==> config.mk <==
export PLATFORM = sky130hd
export DESIGN_NAME = idma_read_ibuffer
export DESIGN_NICKNAME = d
export VERILOG_FILES = /design/src/rtl/idma_read_ibuffer_pkg.sv /design/src/rtl/idma_rd_fifo.sv /design/src/rtl/idma_read_ibuffer.sv
export SDC_FILE = /design/constraint.sdc
export NUM_CORES = 1
export LEC_CHECK = 0
export BUFFER_PORTS_ARGS = -buffer_cell sky130_fd_sc_hd__buf_2
export CAP_MARGIN = 20
export CORE_UTILIZATION = 57
export DETAILED_ROUTE_END_ITERATION = 8
export HOLD_SLACK_MARGIN = 0.06
export PLACE_DENSITY = 0.79
export SYNTH_ARGS = -nofsm -noshare
export SYNTH_HDL_FRONTEND = slang
export SYNTH_SLANG_ARGS = --single-unit
==> constraint.sdc <==
create_clock -name clk -period 5.4 [get_ports clk]
set_input_delay 1.08 -clock clk [delete_from_list [all_inputs] [get_ports clk]]
set_output_delay 1.08 -clock clk [all_outputs]
set_load 0.02 [all_outputs]
==> src/rtl/idma_read_ibuffer_pkg.sv <==
// Shared iDMA definitions: width defaults and
// state encoding for the ibuffer read path.
package idma_read_ibuffer_pkg;

  localparam int IDMA_DATA_WIDTH = 128;
  localparam int IDMA_MEM_AW     = 15;

  localparam logic [1:0] ST_IDLE  = 2'd0;
  localparam logic [1:0] ST_READ  = 2'd1;
  localparam logic [1:0] ST_DRAIN = 2'd2;

  typedef enum logic [1:0] {
    IDLE  = ST_IDLE,
    READ  = ST_READ,
    DRAIN = ST_DRAIN
  } rd_state_e;

endpackage

==> src/rtl/idma_rd_fifo.sv <==
// Small synchronous FIFO that absorbs SRAM read
// returns; the caller's credit logic prevents overflow.
module idma_rd_fifo #(
  parameter int  DEPTH = 4,
  parameter int  WIDTH = 128,
  localparam int AW    = $clog2(DEPTH),
  localparam int CW    = AW + 1
) (
  input  logic             clk,
  input  logic             rst,
  input  logic             push,
  input  logic [WIDTH-1:0] din,
  input  logic             pop,
  output logic [WIDTH-1:0] dout,
  output logic             empty,
  output logic [CW-1:0]    count
);

  logic [WIDTH-1:0] mem [DEPTH];
  logic [AW-1:0]    wptr;
  logic [AW-1:0]    rptr;

  // storage write; contents need no reset
  always_ff @(posedge clk) begin
    if (push) mem[wptr] <= din;
  end

  // pointer and occupancy tracking
  always_ff @(posedge clk) begin
    if (rst) begin
      wptr  <= '0;
      rptr  <= '0;
      count <= '0;
    end else begin
      if (push) wptr <= wptr + AW'(1);
      if (pop)  rptr <= rptr + AW'(1);
      case ({push, pop})
        2'b10:   count <= count + CW'(1);
        2'b01:   count <= count - CW'(1);
        default: count <= count;
      endcase
    end
  end

  assign dout  = mem[rptr];
  assign empty = (count == '0);

endmodule

==> src/rtl/idma_read_ibuffer.sv <==
// Drains a contiguous ibuffer region onto the DMA
// write-data stream with credit-based read issue.
module idma_read_ibuffer
  import idma_read_ibuffer_pkg::*;
#(
  parameter int DATA_WIDTH = IDMA_DATA_WIDTH,
  parameter int MEM_AW     = IDMA_MEM_AW,
  parameter int STRB_WIDTH = DATA_WIDTH / 8,
  parameter int FIFO_DEPTH = 4
) (
  input  logic                  clk,
  input  logic                  rst,
  input  logic                  dma_wr_req,
  input  logic [MEM_AW-1:0]     dma_wr_base_addr,
  input  logic [MEM_AW-1:0]     dma_wr_data_num,
  output logic                  busy,
  output logic                  ibuffer_cen,
  output logic                  ibuffer_wen,
  input  logic                  ibuffer_ready,
  output logic [MEM_AW-1:0]     ibuffer_addr,
  input  logic [DATA_WIDTH-1:0] ibuffer_rdata,
  output logic                  dma_wr_data_valid,
  output logic [DATA_WIDTH-1:0] dma_wr_data,
  output logic [STRB_WIDTH-1:0] dma_wr_strb,
  input  logic                  dma_wr_data_ready,
  output logic                  dma_read_done
);

  localparam int CW = $clog2(FIFO_DEPTH) + 1;

  rd_state_e         state;
  logic [MEM_AW-1:0] addr_q;
  logic [MEM_AW-1:0] num_q;
  logic [MEM_AW-1:0] rd_cnt;
  logic [MEM_AW-1:0] wr_cnt;
  logic              inflight;
  logic [CW-1:0]     fifo_count;
  logic              fifo_empty;
  logic              credit_ok;
  logic              rd_acc;
  logic              pop;
  logic              last_rd;
  logic              last_wr;

  // a read in flight already owns a FIFO slot
  assign credit_ok = (fifo_count + CW'(inflight))
                     < CW'(FIFO_DEPTH);

  assign ibuffer_cen  = (state == READ) && credit_ok;
  assign ibuffer_wen  = 1'b0;
  assign ibuffer_addr = addr_q + rd_cnt;
  assign rd_acc       = ibuffer_cen && ibuffer_ready;

  assign last_rd = (rd_cnt == num_q - MEM_AW'(1));
  assign last_wr = (wr_cnt == num_q - MEM_AW'(1));

  assign dma_wr_data_valid = !fifo_empty;
  assign dma_wr_strb       = '1;
  assign pop           = dma_wr_data_valid && dma_wr_data_ready;
  assign dma_read_done = (state == DRAIN) && pop && last_wr;
  assign busy          = (state != IDLE);

  // transfer FSM, issue/output counters, read-latency flag
  always_ff @(posedge clk) begin
    if (rst) begin
      state    <= IDLE;
      addr_q   <= '0;
      num_q    <= '0;
      rd_cnt   <= '0;
      wr_cnt   <= '0;
      inflight <= 1'b0;
    end else begin
      inflight <= rd_acc;
      if (rd_acc) rd_cnt <= rd_cnt + MEM_AW'(1);
      if (pop)    wr_cnt <= wr_cnt + MEM_AW'(1);
      case (state)
        IDLE: begin
          if (dma_wr_req && (dma_wr_data_num != '0)) begin
            addr_q <= dma_wr_base_addr;
            num_q  <= dma_wr_data_num;
            rd_cnt <= '0;
            wr_cnt <= '0;
            state  <= READ;
          end
        end
        READ: begin
          if (rd_acc && last_rd) state <= DRAIN;
        end
        DRAIN: begin
          if (dma_read_done) state <= IDLE;
        end
        default: state <= IDLE;
      endcase
    end
  end

  idma_rd_fifo #(
    .DEPTH (FIFO_DEPTH),
    .WIDTH (DATA_WIDTH)
  ) u_fifo (
    .clk   (clk),
    .rst   (rst),
    .push  (inflight),
    .din   (ibuffer_rdata),
    .pop   (pop),
    .dout  (dma_wr_data),
    .empty (fifo_empty),
    .count (fifo_count)
  );

endmodule

## Word-level counts from Yosys, hierarchy flattened

Memory sizes are Yosys's and may differ from the RTL's. A register that Yosys moved wholly into a read port is not among the register bits.
Index checks and enable logic that the tools add are counted.

- Multiplexer cells: 15
- Multipliers: 0
- $add $sub $neg: 9
- Divide/modulo/power cells: 0
- Bitwise logic cells: 0
- Eq/ne operators: 9
- Shift-type cells: 0
- Reduce and logical (&&, ||, !) cells: 15
- Magnitude comparators: 1

Operators by type and width:

| kind | count |
|---|---|
| 2-to-1 mux 15 bit | 6 |
| adder 15 x 1 -> 15 bit, second input constant | 2 |
| == test 15 bit | 2 |
| adder 15 bit | 1 |
| nonzero test 15 bit | 1 |
| subtractor 15 x 1 -> 15 bit, second input constant | 1 |
| 2-to-1 mux 2 bit | 5 |
| logical AND 1 bit | 7 |
| case mux 2 bit (3 select lines) | 1 |
| case mux 3 bit (2 select lines) | 1 |
| adder 2 x 1 -> 2 bit, second input constant | 2 |
| == test 2 x 1 -> 1 bit, second input constant | 2 |
| == test 2 bit, second input constant | 2 |
| inequality test 2 bit, second input constant | 2 |
| nonzero test 2 bit | 2 |
| adder 3 x 1 -> 3 bit | 1 |
| adder 3 x 1 -> 3 bit, second input constant | 1 |
| zero test 3 bit | 1 |
| < comparator 3 bit, second input constant | 1 |
| AND reduction 3 bit | 1 |
| subtractor 3 x 1 -> 3 bit, second input constant | 1 |
| zero test 2 bit | 1 |
| 2-to-1 mux 1 bit | 2 |
| inequality test 2 x 1 -> 1 bit, second input constant | 1 |
| 2 further kinds | 2 |

- ROM bits: 0
- Output and inout bits: 164
- Input port bits: 163
- Latch bits: 0
- Bits in writable memories: 512
- Word-level logic and storage cells: 59
- Flip-flop bits (word level): 70
- Memories: 1

Memory list:

| name | depth | bits a word | read ports | clocked after Yosys merged registers in | write ports | RTL line | text |
|---|---|---|---|---|---|---|---|
| u_fifo.mem | 4 | 128 | 1 | 1 | 1 | idma_rd_fifo.sv:19 | `logic [WIDTH-1:0] mem [DEPTH];` |

## Longest topological paths before layout

- Depth after elaboration: 7
- Depth in mapped cells: 12
- Mapped depth without buffers: 10

## By module

Synthesis repeated with hierarchy kept, for this count alone.

- Cells, all modules: 1,201
- Area, all modules: 23,166.0 um^2

By module, submodules not included:

| module | sequential area each (um^2) | instances | cells each | area each (um^2) |
|---|---|---|---|---|
| idma_rd_fifo | 15,554.9 | 1 | 714 | 18,999.5 |
| idma_read_ibuffer | 1,261.2 | 1 | 487 | 4,166.5 |

## Least setup slack after synthesis

Ideal clock, no wire load.

- Path kind: register to output
- Start point: register num_q[0]
- End point: output dma_read_done
- Data required time: 4.320 ns
- Path buffers: 3
- Cell stages (with the launch flop): 12
- Slack: 1.344 ns
- Data arrival time: 2.976 ns
- Path through: dfxtp_1 clkbuf_1 inv_1 ha_1 buf_2 or4b_1 buf_2 or4_4 xnor2_1 a2111oi_0 o2111ai_1 nor3_1

- Longest elaborated chain between the ends: 3

Ends and longest elaborated chain:

| what | RTL line | text |
|---|---|---|
| start, declared | idma_read_ibuffer.sv:33 | `logic [MEM_AW-1:0] num_q;` |
| start signal, assigned | idma_read_ibuffer.sv:80 | `num_q <= dma_wr_data_num;` |
| subtractor 15 x 1 -> 15 bit | idma_read_ibuffer.sv:55 | `assign last_wr = (wr_cnt == num_q - MEM_AW'(1));` |
| == test 15 bit | idma_read_ibuffer.sv:55 |  |
| logical AND 1 bit | idma_read_ibuffer.sv:60 | `assign dma_read_done = (state == DRAIN) && pop && last_wr;` |
| end, declared | idma_read_ibuffer.sv:26 | `output logic dma_read_done` |

Every way passes these cells.

## Worst setup path in the final report

Same ends and word-level chain as after synthesis.

==> flow_metrics.tcl <==
set metrics [dict create \
    port_buffers 309 \
    rrSetupSlack_ns 2.09 \
    crit_path_end_kind "output pin" \
    coreArea_sq_um 39700 \
    power_mw 10.2 \
    grt_use_total_pct 24.0 \
    synth_xor_area_share_pct 3.03 \
    p_per_area_nw_per_um2 376 \
    ys_warn_count 0 \
    period_minus_slack_ns 4.87 \
    grt_use_met3_pct 4.91 \
    synth_area_sq_um 23000 \
    drc 0 \
    worstPathMaxFanout 8 \
    synthFlopType "edfxtp_1" \
    synth.area.mux_share_pct 14.0 \
    synth_common_cells "512 x edfxtp_1, 128 x mux4_2, 85 x nor2_1" \
    post_cts_buffers 0 \
    timing.max_cap.violations 0 \
    r2r_end "state[0]$_SDFFE_PP0P_" \
    die_h_um 203 \
    grt_max_degree 129 \
    yosysSeqAreaShare_pct 73.2 \
    grt_pass1_vias 12400 \
    ir_worst_vdd_mv 0.255 \
    clockRootBuffer "clkbuf_16" \
    slowest_delay_ns 0.63 \
    tritoncts "built" \
    initial_utilization_pct 57.8 \
    antenna_left 0 \
    tritoncts.num_buffers 57 \
    finalHoldViolCount 0 \
    crit_arrival_ns 3.79 \
    synth_edf_count 512 \
    cts.htree.levels 2 \
    place_congestion 0.849 \
    status "finished clean" \
    clk_path_buf_depth 3 \
    row_count 73 \
    synth_cell_types 61 \
    synth_compound_area_share_pct 2.17 \
    leakage_nw 9.39 \
    postSynth.asyncResetShare_pct 0 \
    clock_sink_count 584 \
    vias 12200 \
    wl_um 49200 \
    ff2ff_path_depth 9 \
    ys_top_cells_by_area "edfxtp_1 67%, mux4_2 13%, dfxtp_1 6.3%" \
    grt-ovfl-total 0 \
    clk_pin_slew_ns 0.06 \
    finalSetupViolCount 0 \
    synth.avg_cell_area_sq_um 18.8 \
    areaGrowthSynthToFinish_pct 17.6 \
    wl_per_cell_um 23.2 \
    synth_seq_cells 584 \
    via_per_inst 5.75 \
    grt_pass1_wl_um 73400 \
    max_freq_mhz 205 \
    antenna_found_initial 14 \
    yosysMostFrequentCell "edfxtp_1" \
    dp_hpwl_um 29100 \
    cp.required_ns 4.32 \
    setup_tns_ns 0 \
    synth_top_family_by_area "multiplexers" \
    insertion_delay_ns 0.59 \
    synthDominantCellAreaShare_pct 66.9 \
    critPathLaunchType "flip-flop" \
    io_pins 327 \
    met2_usage_pct 41.7 \
    syn_inst 1219 \
    ctsHoldBuffers 0 \
    drv_slew 0 \
    drive_above_1_share_pct 34.6 \
    die_w_um 203 \
    worstMarginPinSlew_ns 0.950 \
    synth_top_cell_by_area "edfxtp_1" \
    synth_fa_ha_area_share_pct 1.37 \
    grtUsageMet1_pct 30.4 \
    synthSimpleGateAreaFrac_pct 4.42 \
    finalNetCount 1728 \
    slowest_stage "or4b_1" \
    endpoint "dma_read_done" \
    min_path_type "reg2reg" \
    reg2reg_from "num_q[0]$_SDFFE_PP0P_" \
    slew_headroom_pct 36.6 \
    finalCritPeriodShare_pct 90.2 \
    cts_resized 0 \
    crit_type "reg2out" \
    skew_ns 0.0221 \
    first_iter_violations 954 \
    rsz0062_at_grt "no" \
    dieArea_sq_um 41100 \
    path_cells "inv_1 > ha_1 > or4b_1 > or4_4 > xnor2_1 > a2111oi_0 > o2111ai_1 > nor3_1 > buf_2" \
    drt_pass1_iterations 6 \
    busiest_layer "met2" \
    cp-startpoint "num_q[0]$_SDFFE_PP0P_" \
]
-- final cells by class --
cell class | count | area, sq um
multi-input combinational | 560 | 5820
clock buffer | 65 | 1500
clock inverter | 39 | 415
antenna | 12 | 30.0
sequential | 584 | 16800
tap | 525 | 657
timing repair buffer | 321 | 1720
fill | 2541 | 12700
inverter | 17 | 63.8
-- layout by cell type, fill, tap and decap left out, types with 8 or more instances in the layout --
master / n
a21oi_1: 21
and3_1: 11
buf_2: 309
bufinv_16: 8
clkbuf_16: 59
clkinv_1: 12
conb_1: 17
dfxtp_1: 70
diode_2: 12
edfxtp_1: 512
ha_1: 22
inv_1: 17
mux2i_1: 32
mux4_2: 128
nand2_1: 21
nand3_1: 14
nor2_1: 85
nor2b_1: 9
nor3_1: 10
nor4_1: 9
o21ai_0: 20
or3_1: 12
xnor2_1: 48
xor2_1: 29
-- layer usage --
layer	routed length (um)	part of all wire (%)	up-vias
met5	80	0.16	-
met4	1010	2.0	10
met3	3440	7.0	75
met2	25800	52	485
met1	18900	38	6158
li1	-	-	5474
-- cell families (layout without fill, tap and decap cells) --
group	count (synthesis)	after routing
AND/OR/NAND/NOR	203	203
multiplexers	161	161
flip-flops	584	584
XOR/XNOR	78	78
other	2	29
AO/OA/AOI/OAI	77	77
buffers and inverters	90	442
adder cells (fa/ha/maj)	24	24
-- through the flow --
stage	instance area [sq um]	instances	util (%)	worst slack [ns]	hold slack (ns)
after floorplan	23000	1234	-	1.34	0.470
after global placement	25100	2006	63.1	1.24	0.486
after detailed placement	25100	2006	63.1	1.23	0.501
after CTS	27000	2110	67.9	0.550	0.515
after global routing	27000	2118	68.0	0.308	0.544
final	27000	2123	68.0	0.531	0.506
-- registers in the layout, summed over array words and instances (netlist names), named ones only --
signal / count
inflight: 1
addr_q: 15
u_fifo.rptr: 2
u_fifo.count: 3
wr_cnt: 15
num_q: 15
rd_cnt: 15
state: 2
u_fifo.wptr: 2
u_fifo.mem: 512
-- worst max-delay path: cells and delay by family (launching register included) --
kind,cells,cell delay [ns]
buf+inv,2,0.32
xor+xnor,1,0.15
fa+ha+maj,1,0.31
simple gates,3,1.44
compound gates,2,0.61
flops,1,0.37
-- worst min path at each step --
stage	from	end	slack (ns)	cells past startpoint
floorplan	addr_q[0]$_SDFFE_PP0P_	addr_q[0]$_SDFFE_PP0P_	0.47	2
global placement	addr_q[12]$_SDFFE_PP0P_	addr_q[12]$_SDFFE_PP0P_	0.49	2
detailed placement	addr_q[10]$_SDFFE_PP0P_	addr_q[10]$_SDFFE_PP0P_	0.50	2
CTS	addr_q[10]$_SDFFE_PP0P_	addr_q[10]$_SDFFE_PP0P_	0.52	2
global route	addr_q[11]$_SDFFE_PP0P_	addr_q[11]$_SDFFE_PP0P_	0.54	2
finish	addr_q[9]$_SDFFE_PP0P_	addr_q[9]$_SDFFE_PP0P_	0.51	2
-- report_power, final --
part	switching (mW)	internal [mW]
Sequential	0.0769	4.96
Combinational	0.609	0.486
Clock	1.64	2.37
Total	2.33	7.82
Note: power is estimated with default switching activity, not from simulation.
